==> config.mk <==
export PLATFORM = sky130hd
export DESIGN_NAME = ps2_key_decoder
export DESIGN_NICKNAME = d
export VERILOG_FILES = /design/src/rtl/ps2_key_decoder.sv
export SDC_FILE = /design/constraint.sdc
export NUM_CORES = 1
export LEC_CHECK = 0
export CAP_MARGIN = 20
export CORE_MARGIN = 2
export CORE_UTILIZATION = 23
export DETAILED_ROUTE_END_ITERATION = 7
export GPL_ROUTABILITY_DRIVEN = 0
export GPL_TIMING_DRIVEN = 1
export PLACE_DENSITY_LB_ADDON = 0.15
export SYNTH_ARGS = -nofsm -noshare
export SYNTH_HDL_FRONTEND = slang
export SYNTH_SLANG_ARGS = --single-unit
==> constraint.sdc <==
create_clock -name clock -period 2.1 [get_ports clock]
set_clock_uncertainty 0.15 [all_clocks]
set_input_delay 0.63 -clock clock [delete_from_list [all_inputs] [get_ports clock]]
set_output_delay 0.63 -clock clock [all_outputs]
set_load 0.03 [all_outputs]
==> src/rtl/ps2_key_decoder.sv <==
// PS/2 keyboard receiver: deglitched framing, E0/F0 prefix tracking
// and held/released levels for a small table of keys.
module ps2_key_decoder #(
    parameter int FILTER_LEN  = 8,
    parameter int TIMEOUT_CYC = 100000,
    parameter int NUM_KEYS    = 2,
    parameter logic [9*NUM_KEYS-1:0] KEY_CODES = {9'h172, 9'h175}
) (
    input  logic                clock,
    input  logic                reset_n,
    input  logic                ps2_clk_in,
    input  logic                ps2_dat_in,
    output logic [7:0]          code_out,
    output logic                code_valid,
    output logic                code_ext,
    output logic                code_break,
    output logic                frame_err,
    output logic [7:0]          last_byte,
    output logic [NUM_KEYS-1:0] key_held
);
    localparam int FW = $clog2(FILTER_LEN) + 1;
    localparam int TW = $clog2(TIMEOUT_CYC + 1);

    typedef enum logic [1:0] {IDLE, DATA, PARITY, STOP} state_t;

    logic [1:0]    clk_sync_q, dat_sync_q;
    logic [FW-1:0] flt_cnt_q;
    logic          flt_q, flt_prev_q;
    logic          fall, dat;

    state_t        state_q;
    logic [2:0]    bit_cnt_q;
    logic [7:0]    shift_q;
    logic          par_q;
    logic [TW-1:0] to_q;
    logic          acc_q, err_q;

    logic          ext_q, brk_q;
    logic [7:0]    code_q, last_q;
    logic          valid_q, cext_q, cbrk_q, ferr_q;
    logic [NUM_KEYS-1:0] held_q;

    assign fall = flt_prev_q & ~flt_q;
    assign dat  = dat_sync_q[1];

    // Filtered clock follows the synchroniser only after a stable run.
    always_ff @(posedge clock or negedge reset_n) begin
        if (!reset_n) begin
            clk_sync_q <= 2'b11;
            dat_sync_q <= 2'b11;
            flt_cnt_q  <= '0;
            flt_q      <= 1'b1;
            flt_prev_q <= 1'b1;
        end else begin
            clk_sync_q <= {clk_sync_q[0], ps2_clk_in};
            dat_sync_q <= {dat_sync_q[0], ps2_dat_in};
            flt_prev_q <= flt_q;
            if (clk_sync_q[1] != flt_q) begin
                if (flt_cnt_q == FW'(FILTER_LEN - 1)) begin
                    flt_q     <= clk_sync_q[1];
                    flt_cnt_q <= '0;
                end else begin
                    flt_cnt_q <= flt_cnt_q + 1'b1;
                end
            end else begin
                flt_cnt_q <= '0;
            end
        end
    end

    always_ff @(posedge clock or negedge reset_n) begin
        if (!reset_n) begin
            state_q   <= IDLE;
            bit_cnt_q <= '0;
            shift_q   <= '0;
            par_q     <= 1'b0;
            to_q      <= '0;
            acc_q     <= 1'b0;
            err_q     <= 1'b0;
        end else begin
            acc_q <= 1'b0;
            err_q <= 1'b0;
            if (state_q == IDLE || fall) to_q <= '0;
            else                         to_q <= to_q + 1'b1;
            unique case (state_q)
                IDLE: if (fall && !dat) begin
                    state_q   <= DATA;
                    bit_cnt_q <= '0;
                end
                DATA: if (fall) begin
                    shift_q   <= {dat, shift_q[7:1]};
                    bit_cnt_q <= bit_cnt_q + 1'b1;
                    if (bit_cnt_q == 3'd7) state_q <= PARITY;
                end
                PARITY: if (fall) begin
                    par_q   <= dat;
                    state_q <= STOP;
                end
                STOP: if (fall) begin
                    if (dat && (^{shift_q, par_q})) acc_q <= 1'b1;
                    else                            err_q <= 1'b1;
                    state_q <= IDLE;
                end
            endcase
            if (state_q != IDLE && !fall && to_q == TW'(TIMEOUT_CYC)) begin
                err_q   <= 1'b1;
                state_q <= IDLE;
            end
        end
    end

    always_ff @(posedge clock or negedge reset_n) begin
        if (!reset_n) begin
            ext_q   <= 1'b0;
            brk_q   <= 1'b0;
            code_q  <= '0;
            last_q  <= '0;
            valid_q <= 1'b0;
            cext_q  <= 1'b0;
            cbrk_q  <= 1'b0;
            ferr_q  <= 1'b0;
            held_q  <= '0;
        end else begin
            valid_q <= 1'b0;
            ferr_q  <= err_q;
            if (err_q) begin
                ext_q <= 1'b0;
                brk_q <= 1'b0;
            end else if (acc_q) begin
                last_q <= shift_q;
                if (shift_q == 8'hE0) begin
                    ext_q <= 1'b1;
                end else if (shift_q == 8'hF0) begin
                    brk_q <= 1'b1;
                end else begin
                    code_q  <= shift_q;
                    cext_q  <= ext_q;
                    cbrk_q  <= brk_q;
                    valid_q <= 1'b1;
                    ext_q   <= 1'b0;
                    brk_q   <= 1'b0;
                    for (int i = 0; i < NUM_KEYS; i++) begin
                        if (KEY_CODES[9*i +: 9] == {ext_q, shift_q})
                            held_q[i] <= ~brk_q;
                    end
                end
            end
        end
    end

    assign code_out   = code_q;
    assign code_valid = valid_q;
    assign code_ext   = cext_q;
    assign code_break = cbrk_q;
    assign frame_err  = ferr_q;
    assign last_byte  = last_q;
    assign key_held   = held_q;
endmodule

After elaboration in Yosys (flattened, before gate mapping)
Index checks and enable logic that the tools add are counted.
{"block": "word_totals", "register_bits": 67, "latch_bits": 0, "ram_bits": 0, "rom_bits": 0, "inputBits": 4, "out_inout_bits": 22, "wordCells": 106, "n_memories": 0}
{"block": "op_classes", "add_sub_neg": 3, "n_mul": 0, "div_mod_pow": 0, "n_lt_le_gt_ge": 0, "eq_ne": 20, "shift": 0, "mux": 32, "bitwise_logic": 6, "reduce_logical": 23}
{"cell": "$mux W1", "count": 19}
{"cell": "$eq A9 B9 Y1 const A", "count": 2}
{"cell": "$add A17 B1 Y17 const B", "count": 1}
{"cell": "$eq A17 B17 Y1 const B", "count": 1}
{"cell": "$mux W17", "count": 1}
{"cell": "$eq A8 B8 Y1 const B", "count": 2}
{"cell": "$ne A3 B3 Y1 const B", "count": 5}
{"cell": "$reduce_and A5 Y1", "count": 3}
{"cell": "$mux W2", "count": 6}
{"cell": "$reduce_and A2 Y1", "count": 6}
{"cell": "$reduce_xor A9 Y1", "count": 1}
{"cell": "$mux W4", "count": 2}
{"cell": "$pmux W2 S4", "count": 1}
{"cell": "$mux W3", "count": 2}
{"cell": "$pmux W3 S2", "count": 1}
{"cell": "$reduce_bool A2 Y1", "count": 3}
{"cell": "$not A1 Y1", "count": 5}
{"cell": "$add A4 B1 Y4 const B", "count": 1}
{"cell": "$eq A2 B2 Y1 const B", "count": 2}
{"cell": "$eq A4 B3 Y1 const B", "count": 1}
{"cell": "$logic_and A1 B1 Y1", "count": 4}
{"cell": "$ne A2 B2 Y1 const B", "count": 2}
{"cell": "$reduce_and A4 Y1", "count": 1}
{"cell": "$add A3 B1 Y3 const B", "count": 1}
{"cell": "10 further kinds", "count": 11}

Logic depth before layout (Yosys ltp)
Gate-level depths: netlist of the first run.
{"block": "logic_depth", "depth_word": 7, "depth_mapped": 7, "ltp_nobuf": 7}

Least setup slack after synthesis of the first run
OpenSTA, ideal clock, no wires.
{"block": "synth_timing", "path_kind": "register to register", "from": "register to_q[2]", "to": "register state_q[0]", "setup_time_ns": 0.127, "arrival_time_ns": 1.929, "required_time_ns": 1.823, "path_slack_ns": -0.106, "stages_incl_launch_ff": 6, "n_path_buf": 0, "synth_period_minus_slack_ns": 2.206, "cell_sequence": "dfrtp_1 -> or4b_1 -> or4_1 -> or4_4 -> a21boi_2 -> o21ai_1"}
{"block": "synth_between", "elab_chain_len": 4, "word_cells_on_any_way": 9, "cone_classes": "eq/ne: 6; mux: 1; reduce/logical: 2"}
{"item": "start, declared", "line_no": "35", "source": "logic [TW-1:0] to_q;"}
{"item": "start signal, assigned", "line_no": "84", "source": "else to_q <= to_q + 1'b1;"}
{"item": "$eq A17 B17 Y1 (*)", "line_no": "105", "source": "if (state_q != IDLE && !fall && to_q == TW'(TIMEOUT_CYC)) begin"}
{"item": "$logic_and A1 B1 Y1 (*)", "line_no": "105"}
{"item": "$ne A3 B3 Y1 (no source line) or $ne A3 B1 Y1 (tied branches)"}
{"item": "$reduce_and A5 Y1 (no source line)"}
{"item": "end signal, assigned", "line_no": "97", "source": "state_q <= STOP;"}
{"item": "end signal, assigned", "line_no": "102", "source": "state_q <= IDLE;"}
{"item": "end signal, assigned", "line_no": "107", "source": "state_q <= IDLE;"}
{"item": "end, declared", "line_no": "31", "source": "state_t state_q;"}
Mark *: on every way between the ends. The rest lies on a longest branch, timed or not.
A chain may end at the register's enable or synchronous reset.

Worst setup path in the final report of the first run
{"block": "layout_timing", "from": "register to_q[4]", "to": "register state_q[0]"}
The elaborated chain is that of the path after synthesis.

==> flow_summary_export.csv, run 1 <==
group,metric,value,unit
clocking,clk_pin_slew_worst_paths,0.06,ns
yosys,ys_top_cells_by_count,"dfrtp_1 (61), nand2_1 (41), nor2_1 (23), xnor2_1 (14)",
global_routing,gr-max-usage-layer,"met2",
drt,drt_first_iter_violations,103,
global_routing,globalRouteMet3Util,3.73,%
yosys,synth_top_flop_cell,"dfrtp_1",
timing,setup_ws,-0.127,ns
finish,utilization,30.9,%
clocking,cts_buffer_depth,2,
clocking,cts_root_buffer,"clkbuf_16",
timing,hold_viol,0,
timing,worst_pin_slew,0.395,ns
die,initial_core_util,23.6,%
worst_setup_path,endpoint_kind,"flop",
die,rows,41,
global_routing,use_met1,12.6,%
die,die-area,13900,um^2
yosys,yosysTopAreaCellShare,51.1,%
finish,area_growth,31.2,%
drt,wire_per_inst,12.1,um
drt,dr.pass1.iters,4,
placed_design,port_buffers,25,
yosys,ys_ff_latch,67,
yosys,syn_inst,274,
global_routing,grt_max_degree,46,
yosys,synth_area_leaders,"dfrtp_1 (51%), dfstp_2 (5.3%), nand2_1 (5.2%)",
drt,via_count,2086,
die,die-height,118,um
placed_design,place_area,3610,um^2
die,ioPinCount,26,
global_routing,grt_first_pass_wirelength,10.4,mm
yosys,synth_nets,288,
worst_setup_path,reg2reg_slack,-0.13,ns
worst_setup_path,cp_max_fo,4,
pwr,ir_drop,0.440,mV
run,cap_violations,0,
timing,setup_viol,3,
timing,layout_worst_path_cycle_share,106,%
global_routing,overflow,0,
worst_setup_path,crit_chain,"or4b_1, or4_1, or4_4, a21boi_2, o21ai_1",
clocking,clock_latency,0.34,ns
drt,vias_per_cell,4.13,
outcome,status,"finished, violations left",
drt,drtAntennaViolNets,0,
yosys,synthesis.area,2990,um^2
timing,rsz0062_at_grt,"true",
timing,report.final.slew_viol_count,0,
worst_setup_path,criticalPathCategory,"flop to flop",
drt,wl,6.11,mm
timing,period_minus_slack,2.23,ns
worst_setup_path,critPathLaunchType,"flop",
worst_setup_path,critPathTopFamily,"simple AND/OR/NAND/NOR gates",
worst_hold_path,hold_path_class,"input pin to asynchronous set/reset pin",
clocking,cts_buffers,9,
yosys,synth.distinct_cells,40,
yosys,yosysMostFrequentCell,"dfrtp_1",
worst_setup_path,critPathMaxStageDelay,0.50,ns
die,core,12700,um^2
timing,relSlewSlack,73.4,%
clocking,cts_tree,"done",
global_routing,grt_usage,9.63,%
yosys,async_flop_share,100,%
finish,finalInstanceArea,3920,um^2
clocking,cts_num_sinks,67,
worst_setup_path,critPathBufInv,0,
finish,nNetsFinal,342,
worst_setup_path,cp.arrival,2.29,ns
pwr,p_leak,1.86,nW
worst_setup_path,cp_data_required_time,2.16,ns
timing,fmax,449,MHz
outcome,violations,"negative setup slack",
die,die_w,118,um
placed_design,hpwl,4.20,mm
pwr,pwr-share-seq,38.6,%
finish,drive_above_1_share,18.6,%
pwr,power.density,1040,nW/um^2
global_routing,antenna_found_initial,0,
yosys,yosysSeqAreaShare,56.4,%
pwr,p_clk_share,39.7,%
yosys,synth_warnings,0,
pwr,pwr-share-comb,21.7,%
yosys,synth_edf_count,0,
pwr,swShare,28.5,%
drt,drcViolationCount,0,
yosys,synth_top_area_cell,"dfrtp_1",
global_routing,grt_pass1_vias,2055,
pwr,switching_power,1.17,mW
pwr,power.internal,2.93,mW
finish,antenna_cells,0,
yosys,syn_area_per_cell,10.9,um^2
clocking,htreeDepth,3,
worst_setup_path,slowest_stage,"or4b_1",
global_routing,gr-usage-met2,13.8,%
final timing paths:
check	cells past startpoint	start	endpoint
min in group clock	0	dat_sync_q[0]	dat_sync_q[1]
min reg2reg	0	dat_sync_q[0]	dat_sync_q[1]
max	5	to_q[4]	state_q[0]
max in group asynchronous	2	reset_n	dat_sync_q[1]
min	1	reset_n	last_byte[4]
max reg2reg	5	to_q[4]	state_q[0]
cells by family (layout without fill, tap and decap cells):
group,count (synthesis),count (layout),share of synthesized area [%]
and+or+nand+nor,109,109,17.8
DFF,67,67,56.4
AOI/OAI and AO/OA,30,30,6.11
xor gates and xnor gates,23,23,7.20
buffers and inverters,19,78,2.39
muxes,16,16,5.90
adders and majority gates,10,10,4.19
flip-flops by register name, indices dropped and copies added (netlist names), 2 cells and up:
signal      cells
code_out        8
flt_cnt_q       4
bit_cnt_q       3
shift_q         8
clk_sync_q      2
dat_sync_q      2
last_byte       8
key_held        2
to_q           17
state_q         2
layout make-up:
class | count | area (um^2)
fillers | 1331 | 8750
clock inverters | 4 | 73.8
inverters | 12 | 45.0
clock buffers | 12 | 246
flip-flops and latches | 67 | 1680
repair buffers | 50 | 418
multi-input cells | 188 | 1240
well taps | 172 | 215
routing by layer:
layer / wire length, um / vias up
met2: 2660 / 29
met1: 3070 / 1005
met4: 113 / 0
met3: 268 / 9
met5: 0 / -
li1: - / 1043
per-stage QoR:
step / setup TNS, ns / total power [mW] / hold slack (ns) / setup slack [ns] / std cells
detailed placement: -0.272 / 2.50 / 0.198 / -0.139 / 488
CTS: -0.284 / 4.17 / 0.0102 / -0.145 / 504
global placement: -0.217 / 2.51 / 0.196 / -0.112 / 488
floorplan: -0.207 / 2.19 / 0.184 / -0.106 / 274
global route: -0.515 / 4.37 / 0.0317 / -0.197 / 505
finish: -0.300 / 4.09 / 0.0150 / -0.127 / 505
placed cells by master (no fill, tap or decap), drive strengths merged, types with 2 or more instances in the layout:
cell type,instances
a211oi,3
a21oi,6
a22o,3
and3,2
and4,2
buf,26
bufinv,2
clkbuf,12
clkdlybuf4s50,2
clkinv,2
dfrtp,61
dfstp,6
dlygate4sd2,22
ha,10
inv,12
mux2,13
mux2i,3
nand2,41
nand2b,3
nand3,9
nand3b,2
nand4,4
nor2,23
nor2b,5
nor3,3
nor3b,2
nor4,5
o21ai,14
or4,2
or4b,2
xnor2,14
xor2,8
what timing repair did:
item | CTS | global route
setup buffers | 0 | 1
setup endpoints to repair | 24 | 3
gates resized for setup | 22 | 1
cloned | 0 | 0
hold buffers | 0 | 0
power groups by stage:
stage | sequential (mW) | combinational (mW) | clock, mW
CTS | 1.58 | 0.904 | 1.69
finish | 1.58 | 0.889 | 1.63
floorplan | 1.58 | 0.613 | 0
global route | 1.60 | 1.03 | 1.74
global placement | 1.60 | 0.911 | 0
detailed placement | 1.60 | 0.900 | 0
(Power assumes the default switching activity.)
==> inputs of run 2 (changes only) <==
Settings changed: CORE_MARGIN 2 to default.
==> flow_summary_export.csv, run 2 (synthesis results as in run 1) <==
group,metric,value,unit
outcome,status,"finished, violations left",
outcome,violations,"negative setup slack",
global_routing,overflow,0,
placed_design,hpwl,4.32,mm
clocking,cts_root_buffer,"clkbuf_16",
worst_setup_path,reg2reg_slack,-0.13,ns
worst_setup_path,cp.arrival,2.30,ns
clocking,cts_num_sinks,67,
die,ioPinCount,26,
global_routing,grt_first_pass_wirelength,10.7,mm
die,initial_core_util,23.7,%
worst_setup_path,endpoint_kind,"flop",
clocking,cts_buffer_depth,2,
finish,nNetsFinal,343,
timing,setup_viol,2,
run,cap_violations,0,
finish,area_growth,31.5,%
drt,wire_per_inst,12.1,um
finish,top_register,"to_q",
finish,finalInstanceArea,3930,um^2
drt,drcViolationCount,0,
die,core,12600,um^2
worst_setup_path,cp-startpoint,"to_q[4]",
finish,final_common_cell,"dfrtp_1",
die,rows,41,
clocking,cts_buffers,9,
worst_setup_path,slowest_stage,"or4b_1",
timing,fmax,448,MHz
drt,wl,6.11,mm
timing,relSlewSlack,73.0,%
timing,period_minus_slack,2.23,ns
finish,final_cell_mix,"dfrtp_1 (61), nand2_1 (41), buf_4 (24), nor2_1 (23), dlygate4sd2_1 (22)",
clocking,cts_tree,"done",
timing,report.final.slew_viol_count,0,
drt,dr.pass1.iters,4,
die,die-area,13500,um^2
die,die-height,116,um
timing,hold_viol,0,
placed_design,port_buffers,25,
drt,vias_per_cell,4.14,
clocking,hold_buffers,0,
worst_hold_path,hold_path_class,"input pin to asynchronous set/reset pin",
worst_setup_path,cp_max_fo,4,
finish,drive_above_1_share,18.6,%
clocking,htreeDepth,3,
clocking,clk_pin_slew_worst_paths,0.06,ns
worst_setup_path,r2r_cells,5,
drt,via_count,2096,
finish,largest_register_ffs,17,
pwr,power.density,1030,nW/um^2
global_routing,grt_max_degree,25,
placed_design,place_area,3630,um^2
drt,drtAntennaViolNets,0,
drt,drt_first_iter_violations,82,
timing,layout_worst_path_cycle_share,106,%
clocking,clock_latency,0.34,ns
timing,whs,0.0505,ns
timing,worst_pin_slew,0.401,ns
pwr,ir_drop,0.387,mV
worst_setup_path,crit_chain,"or4b_1, or4_1, or4_4, a21boi_4, o21ai_1",
global_routing,grt_usage,10.7,%
worst_setup_path,criticalPathCategory,"flop to flop",
worst_setup_path,critPathLaunchType,"flop",
placed_design,dp_slack,-0.146,ns
worst_setup_path,cp_data_required_time,2.17,ns
worst_setup_path,endpoint,"state_q[1]",
worst_setup_path,r2r_end,"state_q[1]",
timing,setup_ws,-0.130,ns
global_routing,grt_pass1_vias,2160,
die,die_w,116,um
finish,post_layout_nonfiller_instances,506,
placed_design,placed_cells,489,
finish,antenna_cells,0,
pwr,p_leak,1.87,nW
worst_setup_path,critPathMaxStageDelay,0.50,ns
timing,tns,-0.260,ns
timing,rsz0062_at_grt,"true",
global_routing,antenna_found_initial,0,
finish,nFillCells,1347,
worst_setup_path,r2r-start,"to_q[4]",
## run 2: changes by cell type in the layout (fill, tap and decap cells not counted), sizes merged
cell / change
bufinv: -1
clkinvlp: +1
buf: +1
clkbuf: +1
clkinv: -1
## run 2: layout make-up
type	instances	area, um^2	share of cell area (%)
Clock inverter	3	46.3	1.18
Timing Repair Buffer	51	438	11.1
Tap cell	172	215	5.48
Inverter	12	45.0	1.15
Sequential cell	67	1680	42.9
Multi-Input combinational cell	188	1240	31.6
Clock buffer	13	260	6.62
## run 2: how the worst min path moves through the flow
| stage | from | endpoint | slack (ns) | depth (start not counted) |
|---|---|---|---|---|
| finish | reset_n | code_out[4] | 0.05 | 1 |
| global route | reset_n | code_out[4] | 0.07 | 1 |
| CTS | reset_n | code_out[4] | 0.05 | 1 |
| detailed placement | clk_sync_q[0] | clk_sync_q[1] | 0.20 | 0 |
| global placement | clk_sync_q[0] | clk_sync_q[1] | 0.20 | 0 |
| floorplan | reset_n | acc_q | 0.18 | 0 |
## run 2: critical path: cells and delay by family, from the launching register on
family | cells | cell delay [ns]
compound gates | 2 | 0.24
flops | 1 | 0.37
simple gates | 3 | 1.37
## run 2: metal layers
layer	share of wire, %	wire length (um)	global-route usage [%]	vias to the layer above
li1	-	-	-	1049
met1	49	3020	13.9	1003
met2	44	2690	15.6	31
met3	3.7	229	3.19	13
met4	2.8	170	6.41	0
met5	0	0	0	-
## run 2: repair_timing
action	in CTS	in global routing
buffers inserted	0	1
setup endpoints to repair	24	2
resized for setup	22	1
pin swaps	1	0
## run 2: power breakdown
group / internal [mW] / switching [mW]
sequential: 1.44 / 0.129
clock: 0.986 / 0.556
combinational: 0.432 / 0.488
## run 2: metrics by stage
step | total power [mW] | util (%)
floorplan | 2.19 | -
finish | 4.04 | 31.1
global route | 4.30 | 31.1
CTS | 4.10 | 31.0
detailed placement | 2.51 | 28.8
global placement | 2.51 | 28.8
==> inputs of run 3 (changes only) <==
Settings changed: CTS_CLUSTER_SIZE from default to 20.
==> results of run 3 <==
The final DEF is identical to that of run 2; final timing and power are the same.
